**src/rtl/md_pkg.sv**
```systemverilog
// Shared force-writeback ring types: default widths, packet layout, node id helper.
package md_pkg;

  localparam int unsigned NUM_CELLS_DEF         = 64;
  localparam int unsigned DATA_WIDTH_DEF        = 32;
  localparam int unsigned PARTICLE_ID_WIDTH_DEF = 7;

  // Destination field width; a one-node ring still needs a 1-bit field.
  function automatic int unsigned node_id_width(input int unsigned num_cells);
    return (num_cells > 1) ? $clog2(num_cells) : 1;
  endfunction

  localparam int unsigned NODE_ID_WIDTH_DEF = node_id_width(NUM_CELLS_DEF);

  // Payload written into the force cache: particle address plus force tuple.
  typedef struct packed {
    logic [PARTICLE_ID_WIDTH_DEF-1:0] pid;
    logic [DATA_WIDTH_DEF-1:0]        fx;
    logic [DATA_WIDTH_DEF-1:0]        fy;
    logic [DATA_WIDTH_DEF-1:0]        fz;
  } force_data_t;

  // Ring packet: destination node on top, payload below.
  typedef struct packed {
    logic [NODE_ID_WIDTH_DEF-1:0] dst;
    force_data_t                  force_data;
  } packet_t;

  localparam int unsigned FORCE_DATA_WIDTH_DEF = $bits(force_data_t);
  localparam int unsigned PACKET_WIDTH_DEF     = $bits(packet_t);

endpackage

```
**src/rtl/ring_inject_fifo.sv**
```systemverilog
// Registered synchronous FIFO with asynchronously reset pointers and occupancy.
// Head entry is presented combinationally from storage; push is ignored when
// full and pop is ignored when empty.
module ring_inject_fifo
  import md_pkg::*;
#(
  parameter int unsigned DEPTH = 4,
  parameter int unsigned WIDTH = PACKET_WIDTH_DEF
) (
  input  logic             clk,
  input  logic             rst,
  input  logic             push,
  input  logic [WIDTH-1:0] push_data,
  input  logic             pop,
  output logic [WIDTH-1:0] head_data,
  output logic             full,
  output logic             empty
);

  localparam int unsigned AddrW = $clog2(DEPTH);
  localparam int unsigned CntW  = AddrW + 1;

  logic [WIDTH-1:0] mem_q [DEPTH];
  logic [AddrW-1:0] wr_ptr_q, wr_ptr_d;
  logic [AddrW-1:0] rd_ptr_q, rd_ptr_d;
  logic [CntW-1:0]  count_q, count_d;
  logic             push_ok, pop_ok;

  assign full      = (count_q == CntW'(DEPTH));
  assign empty     = (count_q == '0);
  assign push_ok   = push & ~full;
  assign pop_ok    = pop & ~empty;
  assign head_data = mem_q[rd_ptr_q];

  // Next-state for pointers and occupancy; pointers wrap since DEPTH is a power of two.
  always_comb begin
    wr_ptr_d = wr_ptr_q;
    rd_ptr_d = rd_ptr_q;
    count_d  = count_q;
    if (push_ok) wr_ptr_d = wr_ptr_q + AddrW'(1);
    if (pop_ok)  rd_ptr_d = rd_ptr_q + AddrW'(1);
    unique case ({push_ok, pop_ok})
      2'b10:   count_d = count_q + CntW'(1);
      2'b01:   count_d = count_q - CntW'(1);
      default: count_d = count_q;
    endcase
  end

  // Pointer/occupancy state; reset clears the FIFO logically.
  always_ff @(posedge clk or posedge rst) begin
    if (rst) begin
      wr_ptr_q <= '0;
      rd_ptr_q <= '0;
      count_q  <= '0;
    end else begin
      wr_ptr_q <= wr_ptr_d;
      rd_ptr_q <= rd_ptr_d;
      count_q  <= count_d;
    end
  end

  // Storage needs no reset: entries are only read after being written.
  always_ff @(posedge clk) begin
    if (push_ok) mem_q[wr_ptr_q] <= push_data;
  end

endmodule

```
**src/rtl/ring_node.sv**
```systemverilog
// One node of the unidirectional force-writeback ring. Transit traffic is never
// stalled; local packets queue in an injection FIFO and use free ring slots or
// idle eject cycles. All outputs are registered.
module ring_node
  import md_pkg::*;
#(
  parameter int unsigned NUM_CELLS         = NUM_CELLS_DEF,
  parameter int unsigned NODE_ID           = 0,
  parameter int unsigned DATA_WIDTH        = DATA_WIDTH_DEF,
  parameter int unsigned PARTICLE_ID_WIDTH = PARTICLE_ID_WIDTH_DEF,
  parameter int unsigned NODE_ID_WIDTH     = node_id_width(NUM_CELLS),
  parameter int unsigned FORCE_DATA_WIDTH  = 3 * DATA_WIDTH + PARTICLE_ID_WIDTH,
  parameter int unsigned PACKET_WIDTH      = FORCE_DATA_WIDTH + NODE_ID_WIDTH,
  parameter int unsigned INJ_FIFO_DEPTH    = 4
) (
  input  logic                        clk,
  input  logic                        rst,
  input  logic [PACKET_WIDTH-1:0]     packet_in,
  input  logic                        packet_valid,
  output logic                        ready,
  input  logic [PACKET_WIDTH-1:0]     ring_in,
  input  logic                        ring_in_valid,
  output logic [PACKET_WIDTH-1:0]     ring_out,
  output logic                        ring_out_valid,
  output logic [FORCE_DATA_WIDTH-1:0] data_out,
  output logic                        data_valid,
  output logic                        node_empty
);

  localparam logic [NODE_ID_WIDTH-1:0] MyId = NODE_ID_WIDTH'(NODE_ID);

  logic [PACKET_WIDTH-1:0]     head_pkt;
  logic                        fifo_full, fifo_empty;
  logic                        fifo_push, fifo_pop;

  logic [NODE_ID_WIDTH-1:0]    ring_dst, head_dst;
  logic                        ring_eject, ring_fwd;
  logic                        head_self, local_eject, local_inject;

  logic [PACKET_WIDTH-1:0]     ring_out_q, ring_out_d;
  logic                        ring_out_valid_q, ring_out_valid_d;
  logic [FORCE_DATA_WIDTH-1:0] data_out_q, data_out_d;
  logic                        data_valid_q, data_valid_d;

  // ready depends on registered occupancy only, so a same-cycle pop cannot
  // open a full FIFO to a push.
  assign ready     = ~fifo_full;
  assign fifo_push = packet_valid & ready;

  ring_inject_fifo #(
    .DEPTH (INJ_FIFO_DEPTH),
    .WIDTH (PACKET_WIDTH)
  ) u_inj_fifo (
    .clk       (clk),
    .rst       (rst),
    .push      (fifo_push),
    .push_data (packet_in),
    .pop       (fifo_pop),
    .head_data (head_pkt),
    .full      (fifo_full),
    .empty     (fifo_empty)
  );

  assign ring_dst = ring_in[PACKET_WIDTH-1 -: NODE_ID_WIDTH];
  assign head_dst = head_pkt[PACKET_WIDTH-1 -: NODE_ID_WIDTH];

  // Route classification: ring traffic first, then the FIFO head takes
  // whichever resource (eject port or ring slot) the ring left unused.
  always_comb begin
    ring_eject   = ring_in_valid & (ring_dst == MyId);
    ring_fwd     = ring_in_valid & (ring_dst != MyId);
    head_self    = ~fifo_empty & (head_dst == MyId);
    local_eject  = head_self & ~ring_eject;
    local_inject = ~fifo_empty & ~head_self & ~ring_fwd;
    fifo_pop     = local_eject | local_inject;
  end

  // Output next-state: payload registers hold their value when not loaded.
  always_comb begin
    ring_out_d       = ring_out_q;
    ring_out_valid_d = 1'b0;
    data_out_d       = data_out_q;
    data_valid_d     = 1'b0;

    if (ring_eject) begin
      data_out_d   = ring_in[FORCE_DATA_WIDTH-1:0];
      data_valid_d = 1'b1;
    end else if (local_eject) begin
      data_out_d   = head_pkt[FORCE_DATA_WIDTH-1:0];
      data_valid_d = 1'b1;
    end

    if (ring_fwd) begin
      ring_out_d       = ring_in;
      ring_out_valid_d = 1'b1;
    end else if (local_inject) begin
      ring_out_d       = head_pkt;
      ring_out_valid_d = 1'b1;
    end
  end

  // Output registers; reset drops valids and clears payloads immediately.
  always_ff @(posedge clk or posedge rst) begin
    if (rst) begin
      ring_out_q       <= '0;
      ring_out_valid_q <= 1'b0;
      data_out_q       <= '0;
      data_valid_q     <= 1'b0;
    end else begin
      ring_out_q       <= ring_out_d;
      ring_out_valid_q <= ring_out_valid_d;
      data_out_q       <= data_out_d;
      data_valid_q     <= data_valid_d;
    end
  end

  assign ring_out       = ring_out_q;
  assign ring_out_valid = ring_out_valid_q;
  assign data_out       = data_out_q;
  assign data_valid     = data_valid_q;

  // Drain indicator, built from registered state only.
  assign node_empty = fifo_empty & ~ring_out_valid_q & ~data_valid_q;

endmodule

```
**config.mk**
```make
export PLATFORM = sky130hd
export DESIGN_NAME = ring_node
export DESIGN_NICKNAME = d
export VERILOG_FILES = /design/src/rtl/md_pkg.sv /design/src/rtl/ring_inject_fifo.sv /design/src/rtl/ring_node.sv
export SDC_FILE = /design/constraint.sdc
export NUM_CORES = 1
export LEC_CHECK = 0
export BUFFER_PORTS_ARGS = -buffer_cell sky130_fd_sc_hd__buf_4
export CAP_MARGIN = 40
export CORE_ASPECT_RATIO = 1.4
export CORE_MARGIN = 2
export CORE_UTILIZATION = 35
export DETAILED_ROUTE_END_ITERATION = 10
export GPL_ROUTABILITY_DRIVEN = 0
export SLEW_MARGIN = 10
export SYNTH_ARGS = -nofsm -noshare
export SYNTH_HDL_FRONTEND = slang
export SYNTH_SLANG_ARGS = --single-unit
```
**constraint.sdc**
```tcl
create_clock -name clk -period 6.9 [get_ports clk]
set_clock_uncertainty 0.1 [all_clocks]
set_input_delay 0.69 -clock clk [delete_from_list [all_inputs] [get_ports clk]]
set_output_delay 0.69 -clock clk [all_outputs]
set_load 0.03 [all_outputs]
```
# Word level (Yosys, flattened, before mapping)
# Memories as Yosys holds them, arrays and structs flattened.
# Cells that the tools add are included.
[classes]
addsub = 4
mul = 0
div_mod_pow = 0
order_cmp = 0
eq_ne = 3
n_shift = 0
mux = 11
bitwise = 19
reduce_logical = 7
[ops]
columns = ["operator", "n"]
rows = [
  ["2-to-1 mux 109 bit", 2],
  ["2-to-1 mux 103 bit", 2],
  ["logical NOT 6 bit", 2],
  ["AND 1 bit", 11],
  ["inverter 1 bit", 7],
  ["2-to-1 mux 1 bit", 6],
  ["case mux 3 bit (2 select lines)", 1],
  ["nonzero test 2 bit", 3],
  ["nonzero test 6 bit", 1],
  ["adder 2 x 1 -> 2 bit, second input constant", 2],
  ["adder 3 x 1 -> 3 bit, second input constant", 1],
  ["equality test 3 bit, second input constant", 1],
  ["logical NOT 3 bit", 1],
  ["subtractor 3 x 1 -> 3 bit, second input constant", 1],
  ["equality test 2 x 1 -> 1 bit, second input constant", 1],
  ["equality test 2 bit, second input constant", 1],
  ["bitwise OR 1 bit", 1],
]
[totals]
reg_bits = 221
latch_bits = 0
ram_bits = 436
mem_bits_ro = 0
in_bits = 222
output_inout_bits = 216
wordCells = 52
memories = 1
[memory_table]
columns = ["memory", "words", "width", "read_ports", "rd_ports_with_merged_regs", "wr", "line", "rtl"]
rows = [
  ["u_inj_fifo.mem_q", 4, 109, 1, 0, 1, "ring_inject_fifo.sv:23", "logic [WIDTH-1:0] mem_q [DEPTH];"],
]

# Logic depth before layout (Yosys ltp)
[depth]
word_depth = 10
ltp_mapped = 11

# By module
# Synthesis repeated with hierarchy kept, for this count alone.
[hier_totals]
hier_cells = 1665
hier_area_um2 = 25963.7
[by_module_without_submodules]
columns = ["module", "instances", "cells_per_inst", "area_each_um2"]
rows = [
  ["ring_inject_fifo", 1, 607, 16158.0],
  ["ring_node", 1, 1058, 9805.7],
]

# Least setup slack after synthesis
# OpenSTA, ideal clock, no wires.
[synth_path]
path_type = "register -> register"
from = "reg u_inj_fifo.count_q[0]"
to = "mem u_inj_fifo.mem_q[0][0] (netlist bit), enable pin"
setup_ps = 481
arrival_time_ps = 3424
t_required_ps = 6319
setup_slack_ps = 2895
path_stages_with_launch = 4
synth_period_minus_slack_ps = 4005
path_cell_list = "dfrtp_1 inv_1 nand3_1 and3_1"
[synth_via]
elab_chain_cells = 6
[synth_lines]
columns = ["element", "line", "rtl"]
rows = [
  ["start, declared", "ring_inject_fifo.sv:26", "logic [CntW-1:0] count_q, count_d;"],
  ["start signal, assigned", "ring_inject_fifo.sv:58", "count_q <= count_d;"],
  ["equality test 3 bit (*)", "ring_inject_fifo.sv:29", "assign full = (count_q == CntW'(DEPTH));"],
  ["inverter 1 bit (*)", "ring_node.sv:47", "assign ready = ~fifo_full;"],
  ["named net ready", "ring_node.sv:20", "output logic ready,"],
  ["AND 1 bit", "ring_node.sv:48", "assign fifo_push = packet_valid & ready;"],
  ["AND 1 bit (*)", "ring_inject_fifo.sv:31", "assign push_ok = push & ~full;"],
  ["2-to-1 mux 1 bit (*)", "ring_inject_fifo.sv:64", "if (push_ok) mem_q[wr_ptr_q] <= push_data;"],
  ["2-to-1 mux 1 bit (implied by the code) (*)", "ring_inject_fifo.sv:64", ""],
  ["end, declared", "ring_inject_fifo.sv:23", ""],
]
# The timed path passes the listed nets; every way through them passes the cells marked *.

# Final worst setup path
[layout_path]
from = "reg u_inj_fifo.rd_ptr_q[0]"
to = "reg data_out_q[70], in the netlist data_out[70]"
[layout_via]
elab_chain_cells = 5
word_cells_on_any_way = 7
classes_between = "mux (2); bitwise (2); reduce/logical (2); memory (1)"
[layout_lines]
columns = ["element", "line", "rtl"]
rows = [
  ["start, declared", "ring_inject_fifo.sv:25", "logic [AddrW-1:0] rd_ptr_q, rd_ptr_d;"],
  ["start signal, assigned", "ring_inject_fifo.sv:57", "rd_ptr_q <= rd_ptr_d;"],
  ["memory (4 x 109 bit) (*)", "--", ""],
  ["logical NOT 6 bit", "ring_node.sv:72", "head_self = ~fifo_empty & (head_dst == MyId);"],
  ["AND 1 bit", "ring_node.sv:72", ""],
  ["AND 1 bit", "ring_node.sv:73", "local_eject = head_self & ~ring_eject;"],
  ["nonzero test 2 bit (no source line)", "--", ""],
  ["end signal, assigned", "ring_node.sv:112", "data_out_q <= data_out_d;"],
  ["end, declared", "ring_node.sv:42", "logic [FORCE_DATA_WIDTH-1:0] data_out_q, data_out_d;"],
]
# Every way passes the cells marked *; elsewhere a longest branch is shown, timed or not. The select of a mux whose other input is x is not followed.
# A chain may end at the register's enable or synchronous reset.

==> flow_summary.ini <==
[route]
viasPerCell = 5.289
vias = 16450
drtPass1Iterations = 5
wl_per_cell_um = 22.84
drt_drc_violations_left = 0
first_iter_violations = 931
totalWireLength_um = 71030
ant_nets = 0

[sta]
min_period_ps = 4387
max_slew_margin_pct = 16.36
hold_viol = 0
final_max_slew_viol_count = 0
min_period_over_period_pct = 63.58
worst_slew_pin_slew_ps = 1255
setup_viol = 0
fmax_ghz = 0.2279
whs_ps = 175.8
rsz0062_at_grt = false
tns_ps = 0

[place]
hpwl_um = 44560
dpl-instance-area_um2 = 30400
io_buffer_count = 437

[yosys]
ys_types = 31
synthArstFlopShare_pct = 33.64
synth_edf_count = 436
avgSynthCellArea_um2 = 15.50
ys_seq_area_share_pct = 71.35
synth_area_um2 = 26100
ys_seq_elements = 657
yosysWarningCount = 0
syn_nets = 1912
synthFlopType = edfxtp_1
synthCells = 1684

[critical_path]
path_max_fanout = 101
worstPathRequired_ps = 7240
regToRegSetupSlack_ps = 2510
crit_arrival_ps = 4730
critPathLaunchType = flop
reg2reg_depth = 7
crit_type = flop to flop
critPathCaptureType = flop

[die]
rows = 118
num_io_pins = 438
core_area_um2 = 73970
die_h_um = 327.1
dieWidth_um = 234.8
initial_utilization_pct = 35.29
dieArea_um2 = 76810

[clock_network]
clock_latency_ps = 610
cts-resized-gates = 0
tritoncts = done
cts.sinks = 657
cts_buffer_depth = 3
cts-root-buf = clkbuf_16
cts_buffers = 68
cts.reportedPaths.clkPinSlew_ps = 60
h-tree-depth = 3

[cells_and_area]
postLayoutCoreUtil_pct = 44.16
fin_area_um2 = 32660
mostFrequentLayoutCell = buf_4
areaGrowthSynthToFinish_pct = 25.13
nets = 2319
final_cell_mix = buf_4, edfxtp_1, dfrtp_1
drive_gt1_share_pct = 32.11

[global_routing]
antenna_found_initial = 9
grt-ovfl-total = 0
grt_first_pass_wirelength_um = 108200
track_usage_pct = 18.34
grt_max_degree = 220
grt_pass1_vias = 17690

[flow_run]
drv_cap = 0

[min_path]
hold_path_class = input port to flop
whs_path_depth = 1

[pwr]
p_per_area_nw_per_um2 = 472.8
p_leak_uw = 0.01228
ir_drop_v = 0.0002368

[status]
outcome = complete, no violations
## state kept, by name (all words and copies together) (netlist names)
| signal | flops |
|---|---|
| u_inj_fifo.count_q | 3 |
| u_inj_fifo.wr_ptr_q | 2 |
| data_out | 103 |
| data_valid | 1 |
| ring_out | 109 |
| ring_out_valid | 1 |
| u_inj_fifo.rd_ptr_q | 2 |
| u_inj_fifo.mem_q | 436 |
## synthesized netlist by cell type (all sizes together), types with 7 or more instances
| cell type | instances | share of area [%] |
|---|---|---|
| edfxtp | 436 | 50 |
| dfrtp | 221 | 21 |
| nor2 | 214 | 3.1 |
| a21oi | 211 | 4.0 |
| a22oi | 210 | 6.0 |
| mux4 | 109 | 9.4 |
| and2 | 104 | 2.5 |
| clkbuf | 80 | 1.2 |
| buf | 48 | 1.1 |
| inv | 7 | 0.10 |
| nand2 | 7 | 0.10 |
## where the power goes
part           total, µW  internal, µW  switching (µW)
clock               3650          2110            1550
combinational       5910          2460            3450
sequential          5880          5360             519
total              15400          9930            5510
## layout make-up
cell class / count / area (µm²)
tap: 960 / 1201
clock buffer: 92 / 1906
timing repair buffer: 465 / 3631
clock inverter: 33 / 306.5
sequential: 657 / 18630
fill: 6640 / 41310
multi-input combinational: 892 / 6944
antenna: 4 / 10.01
inverter: 7 / 33.78
## logic make-up (layout without fill, tap and decap cells)
| group | Yosys count | in the layout | share of synthesized area [%] |
|---|---|---|---|
| xor+xnor | 6 | 6 | 0.2013 |
| other cells | 0 | 4 | 0 |
| fa+ha+maj | 6 | 6 | 0.3164 |
| mux | 110 | 110 | 9.443 |
| flops | 657 | 657 | 71.35 |
| buf+inv | 135 | 597 | 2.358 |
| simple gates | 344 | 344 | 6.107 |
| compound gates | 426 | 426 | 10.23 |
## final timing paths
kind                                                    start                                end
max                        u_inj_fifo.rd_ptr_q[0]$_DFFE_PP0P_           data_out[70]$_DFFE_PP0P_
min                                             packet_in[51]  u_inj_fifo.mem_q[3][51]$_DFFE_PP_
max reg2reg                u_inj_fifo.rd_ptr_q[0]$_DFFE_PP0P_           data_out[70]$_DFFE_PP0P_
min reg2reg                         ring_out[106]$_DFFE_PP0P_          ring_out[106]$_DFFE_PP0P_
max in group asynchronous                                 rst            data_out[1]$_DFFE_PP0P_
min in group asynchronous                                 rst           data_out[48]$_DFFE_PP0P_
## what timing repair did
action | CTS | global route
hold endpoints to repair | 0 | 7
setup buffers | 0 | 0
hold buffers | 0 | 1
setup endpoints to repair | 0 | 0
## stage by stage
stage | power [µW] | cells | setup slack, ps
after floorplan | 9825 | 1684 | 60.59
after global placement | 11810 | 2974 | 2369
after detailed placement | 11980 | 2979 | 2362
after CTS | 15680 | 3104 | 2339
after global routing | 16270 | 3110 | 2110
final | 15440 | 3110 | 2513
## critical path, cell delays in order, from the launching register on
cell	delay, ps
dfrtp_4	590
buf_12	710
mux4_2	630
nor2_1	350
nand3_4	650
buf_4	640
a22oi_1	300
a21oi_1	110
## per-layer routing
layer	global-route usage [%]	vias to the layer above	routed length, µm
met1	21.76	8489	27560
met3	4.685	128	4872
met4	7.980	6	2143
met2	31.52	545	36420
met5	0	-	35
li1	-	7282	-
(Power assumes the default switching activity.)
